[src/rtl/filter_env_alpha.sv]
// ADSR cutoff envelope mapped linearly into an [alpha_min, alpha_max] window for the EWMA filter.
// Latency: state/acc update on the tick or gate edge; s_alpha registered, one cycle behind acc.
// Backpressure: none; sample_tick may strobe every cycle. FILTER_ENV_ALPHA_LOOP_EN adds the loop input.
module filter_env_alpha #(
    parameter int ACC_BITS = 16
) (
    input  logic              clk,
    input  logic              rst,
    input  logic              sample_tick,
    input  logic              gate,
    input  logic [7:0]        a_rate,
    input  logic [7:0]        d_rate,
    input  logic [7:0]        s_level,
    input  logic [7:0]        r_rate,
    input  logic [7:0]        alpha_min,
    input  logic [7:0]        alpha_max,
`ifdef FILTER_ENV_ALPHA_LOOP_EN
    input  logic              loop,
`endif
    output logic signed [8:0] s_alpha,
    output logic [2:0]        env_state
);

    typedef enum logic [2:0] {
        IDLE    = 3'd0,
        ATTACK  = 3'd1,
        DECAY   = 3'd2,
        SUSTAIN = 3'd3,
        RELEASE = 3'd4
    } env_state_t;

    localparam logic [ACC_BITS-1:0] FULL = {ACC_BITS{1'b1}};

    env_state_t          state_q, state_d;
    logic [ACC_BITS-1:0] acc_q, acc_d;
    logic                gate_q, gate_d;
    logic [8:0]          s_alpha_q, s_alpha_d;

    logic [ACC_BITS-1:0] sus;
    logic [ACC_BITS:0]   att_ext;
    logic [ACC_BITS:0]   dec_ext;
    logic [ACC_BITS:0]   rel_ext;
    logic                gate_rise;
    logic                loop_on;

    logic [7:0]          env8;
    logic [8:0]          env9;
    logic [8:0]          span;
    logic [17:0]         prod;
    logic                unused_prod;

    // Sustain target and one-bit-wider step results so carry/borrow flag saturation.
    always_comb begin
        sus       = {s_level, {(ACC_BITS-8){1'b0}}};
        att_ext   = {1'b0, acc_q} + {{(ACC_BITS-7){1'b0}}, a_rate};
        dec_ext   = {1'b0, acc_q} - {{(ACC_BITS-7){1'b0}}, d_rate};
        rel_ext   = {1'b0, acc_q} - {{(ACC_BITS-7){1'b0}}, r_rate};
        gate_rise = gate && !gate_q;
`ifdef FILTER_ENV_ALPHA_LOOP_EN
        loop_on   = loop;
`else
        loop_on   = 1'b0;
`endif
    end

    // State, accumulator, gate history and registered coefficient.
    always_ff @(posedge clk) begin
        if (rst) begin
            state_q   <= IDLE;
            acc_q     <= '0;
            gate_q    <= 1'b0;
            s_alpha_q <= '0;
        end else begin
            state_q   <= state_d;
            acc_q     <= acc_d;
            gate_q    <= gate_d;
            s_alpha_q <= s_alpha_d;
        end
    end

    // Next state: gate transitions take priority over the tick; acc only steps on a quiet tick.
    always_comb begin
        state_d = state_q;
        acc_d   = acc_q;
        gate_d  = gate;
        if (gate_rise) begin
            state_d = ATTACK;
        end else if (!gate && (state_q inside {ATTACK, DECAY, SUSTAIN})) begin
            state_d = RELEASE;
        end else if (sample_tick) begin
            unique case (state_q)
                IDLE: begin
                    acc_d = acc_q;
                end
                ATTACK: begin
                    if ((a_rate == 8'd0) || att_ext[ACC_BITS] || (att_ext[ACC_BITS-1:0] == FULL)) begin
                        acc_d   = FULL;
                        state_d = DECAY;
                    end else begin
                        acc_d = att_ext[ACC_BITS-1:0];
                    end
                end
                DECAY: begin
                    if ((d_rate == 8'd0) || dec_ext[ACC_BITS] || (dec_ext[ACC_BITS-1:0] <= sus)) begin
                        acc_d   = sus;
                        state_d = SUSTAIN;
                    end else begin
                        acc_d = dec_ext[ACC_BITS-1:0];
                    end
                end
                SUSTAIN: begin
                    // Tracks s_level every tick; in loop mode the next tick restarts the attack.
                    acc_d = sus;
                    if (loop_on) begin
                        state_d = ATTACK;
                    end
                end
                RELEASE: begin
                    if ((r_rate == 8'd0) || rel_ext[ACC_BITS] || (rel_ext[ACC_BITS-1:0] == '0)) begin
                        acc_d   = '0;
                        state_d = IDLE;
                    end else begin
                        acc_d = rel_ext[ACC_BITS-1:0];
                    end
                end
                default: begin
                    acc_d   = '0;
                    state_d = IDLE;
                end
            endcase
        end
    end

    // Output mapping: env9 reaches 256 at full scale so the window end is hit exactly.
    always_comb begin
        env8 = acc_q[ACC_BITS-1 -: 8];
        env9 = {1'b0, env8} + {8'b0, env8[7]};
        span = {1'b0, alpha_max} - {1'b0, alpha_min};
        // Low 18 bits of an unsigned multiply equal the signed product; |product| < 2^16.
        prod = {{9{span[8]}}, span} * {9'b0, env9};
        // prod[16:8] is the arithmetic >>> 8 result, which always fits in 9 signed bits.
        s_alpha_d   = {1'b0, alpha_min} + prod[16:8];
        unused_prod = ^{prod[17], prod[7:0]};
    end

    assign s_alpha   = s_alpha_q;
    assign env_state = state_q;

endmodule

[config.mk]
export PLATFORM = sky130hd
export DESIGN_NAME = filter_env_alpha
export DESIGN_NICKNAME = d
export VERILOG_FILES = /design/src/rtl/filter_env_alpha.sv
export SDC_FILE = /design/constraint.sdc
export NUM_CORES = 1
export LEC_CHECK = 0
export ABC_AREA = 1
export ABC_CLOCK_PERIOD_IN_PS = 7800
export CAP_MARGIN = 25
export CORE_MARGIN = 5
export CORE_UTILIZATION = 55
export DETAILED_ROUTE_END_ITERATION = 6
export GPL_TIMING_DRIVEN = 0
export PLACE_DENSITY = 0.81
export SLEW_MARGIN = 0
export SYNTH_ARGS = -nofsm -noshare
export SYNTH_HDL_FRONTEND = slang
export SYNTH_SLANG_ARGS = --single-unit
[constraint.sdc]
create_clock -name clk -period 7.8 [get_ports clk]
set_input_delay 0.78 -clock clk [delete_from_list [all_inputs] [get_ports clk]]
set_output_delay 0.78 -clock clk [all_outputs]
set_load 0.02 [all_outputs]
==> run summary <==
Initial antenna violation count = 0
Share of layout cells above drive strength 1 = 11.5%
Post-synth cell types = 44
MaxCap Viol Count = 0
Setup violators final = 0
Hold Vio Cnt, Final = 0
Tmin final = 7.68 ns
WP data required = 7.98 ns
Max Buffers Root-to-Sink = 2
Achievable Freq = 130 MHz
Total power = 837 µW
Peak supply drop = 0.000117 V
Critical hold path startpoint = acc_q[0]
P_leak = 0.00477 µW
Syn Inst Count = 1,167
Vias = 7,773
Die area = 0.0157 mm²
GRT Util Overall = 26.9%
CP Max Fanout = 4
Area after DPL = 0.00818 mm²
Port Buffers = 63
Net count, final = 1,453
Mapped Area = 0.00733 mm²
Starting Density = 55.8%
Warnings, synthesis = 0
Fill count = 1,137
Rel. slew slack = 29.8%
Arrival time worst endpoint = 7.86 ns
Clk root buf = clkbuf_16
Main synth FF type = dfxtp_1
Mapped Nets = 1,365
Hold buffers post-CTS = 0
Antenna Cells = 0
H-Tree Depth = 2
Detail Route Antenna Nets = 0
DRT Pass-1 Iters = 6
Iteration-0 DRC Markers = 580
Total congestion overflow = 0
Top post-synthesis cells by area = nand2_1, ha_1, fa_1
CP Class = input port to flip-flop
Most frequent cell after synthesis = nand2_1
WL/cell = 15.4 µm
Die Span Y = 125 µm
Area delta synth->final = 20.4%
Most frequent CP cell = fa_1
Hold EP = acc_q[0]
Worst Clk Skew = 0.00780 ns
Clock Pin Slew Worst Setup and Hold Paths = 0.06 ns
Post-synth top cells = nand2_1, inv_1, nor2_1
Pwr dens = 94.9 mW/mm²
Finished Cell Area = 0.00882 mm²
Chip width = 125 µm
Critical-path top delay cell = fa_1
EDFF count, synth = 0
Least-Margin Pin Slew = 1.04 ns
Worst skew pair latency = 0.28 ns
Crit. End Element = flip-flop
Share of the synthesized area in the top cell type = 16.9%
# IOs = 64
Final GP Congestion = 0.998
Crit-path max cell delay = 0.54 ns
Routed vias/inst = 5.43
Status = completed
Vias in the first global route = 7,445
Max-slew violations = 0
Wirelength, routed = 22,100 µm
Worst hold path class = flip-flop to flip-flop
CTS tree = yes
Setup crit start kind = input port
Hold path depth = 2
Final period utilization = 98.5%
Reg-to-reg critical path startpoint = acc_q[15]
Post-synthesis sequential area ratio = 7.92%
Post-synth ARST share = 0%
Core footprint = 0.0131 mm²
# rows = 42
DP HPWL = 16,900 µm
CTS Buf Count = 5
Reg2Reg Setup Slack = 0.37 ns
Global-route wire length before repair = 35,200 µm
FF+latch count, synth = 29
Cell accounting for the most synthesized area = nand2_1
Clock Sinks = 29
RR Endpoint = s_alpha[8]
Avg Inst Size Synth = 6.28 µm²
Drt drc = 0
Largest net degree at the start of global routing = 11
Worst r2r path cells = 35
[registers in the layout, indices dropped and copies added (netlist names)]
register   count
env_state      3
gate_q         1
acc_q         16
s_alpha        9
[how the worst max path moves through the flow]
stage / start / to / cells past startpoint
after CTS: alpha_max[2] / s_alpha[8] / 38
after global placement: alpha_min[2] / s_alpha[8] / 39
final: alpha_max[3] / s_alpha[8] / 35
after detailed placement: alpha_min[1] / s_alpha[8] / 39
after floorplan: alpha_min[2] / s_alpha[7] / 38
after global routing: alpha_max[3] / s_alpha[8] / 36
[cell usage in the layout, fill, tap and decap left out, types with 4 or more instances in the layout]
cell type / n
ha_1: 83
nand4_1: 15
a21oi_1: 42
xnor2_1: 6
xor2_1: 16
xor2_4: 4
o21ai_0: 23
nand2_1: 321
fa_2: 4
dlymetal6s2s_1: 5
o21ai_1: 7
nor3_1: 9
nand2_4: 5
fa_1: 50
ha_4: 7
nor4_1: 6
a21oi_2: 11
inv_1: 214
clkbuf_16: 5
nor2_4: 4
dfxtp_1: 29
o21bai_1: 6
nand3_2: 5
inv_2: 13
nand3b_1: 7
nor2_1: 128
nand2_2: 15
clkdlybuf4s50_1: 55
clkbuf_1: 4
buf_4: 20
nand3_1: 74
buf_6: 4
nor2_2: 11
nor3_2: 6
[cell families after synthesis]
kind of cell | after synthesis | synth area share, %
and+or+nand+nor | 616 | 36.8
DFF | 29 | 7.92
AOI/OAI and AO/OA | 103 | 7.97
adders and majority gates | 146 | 30.5
xor gates and xnor gates | 32 | 3.93
buffers and inverters | 241 | 12.9
[layer usage]
layer  part of all wire [%]  track usage, %
met5                      0               0
met2                     48            46.7
met3                    6.8            4.56
met4                    4.1            9.69
met1                     41            33.6
[area by class of cell]
| class | count | area (µm²) | share of cell area [%] |
|---|---|---|---|
| multi-input cells | 897 | 6130 | 69.5 |
| inverters | 227 | 852 | 9.66 |
| clock buffers | 7 | 153 | 1.73 |
| plain buffers | 14 | 93.8 | 1.06 |
| repair buffers | 81 | 783 | 8.88 |
| clock inverters | 1 | 5.00 | 0.0567 |
| flip-flops and latches | 29 | 581 | 6.58 |
| well taps | 176 | 220 | 2.50 |
[worst max-delay path, delay by kind of cell]
family,cells,cell delay [ns]
compound gates,6,1.12
xor+xnor,3,0.60
fa+ha+maj,8,3.40
buf+inv,8,1.04
simple gates,10,0.91
[metrics by stage]
step           hold slack [ns]  cells  TNS (ns)  setup slack [ns]  utilization, %
2_1_floorplan            0.462   1167         0             0.304               -
3_3_place_gp             0.491   1406     -4.98             -1.24            62.2
3_5_place_dp             0.489   1406     -5.44             -1.30            62.2
4_1_cts                  0.496   1421         0           0.00718            65.7
5_1_grt                  0.517   1432    -0.209            -0.136            67.2
6_report                 0.497   1432         0             0.120            67.2
[report_power, final]
group / total [µW] / switching [µW] / leakage (µW) / internal [µW]
combinational: 462 / 264 / 0.00445 / 197
sequential: 168 / 5.69 / 0.000237 / 163
clock: 207 / 72.1 / 0.0000799 / 135
[timing repair]
| item | in CTS | in global routing |
|---|---|---|
| gates cloned | 0 | 0 |
| setup endpoints to repair | 6 | 4 |
| resized for setup | 45 | 35 |
| pin swaps | 14 | 34 |
| hold endpoints to repair | 0 | 0 |
| buffers inserted | 7 | 11 |
(Power assumes the default switching activity.)
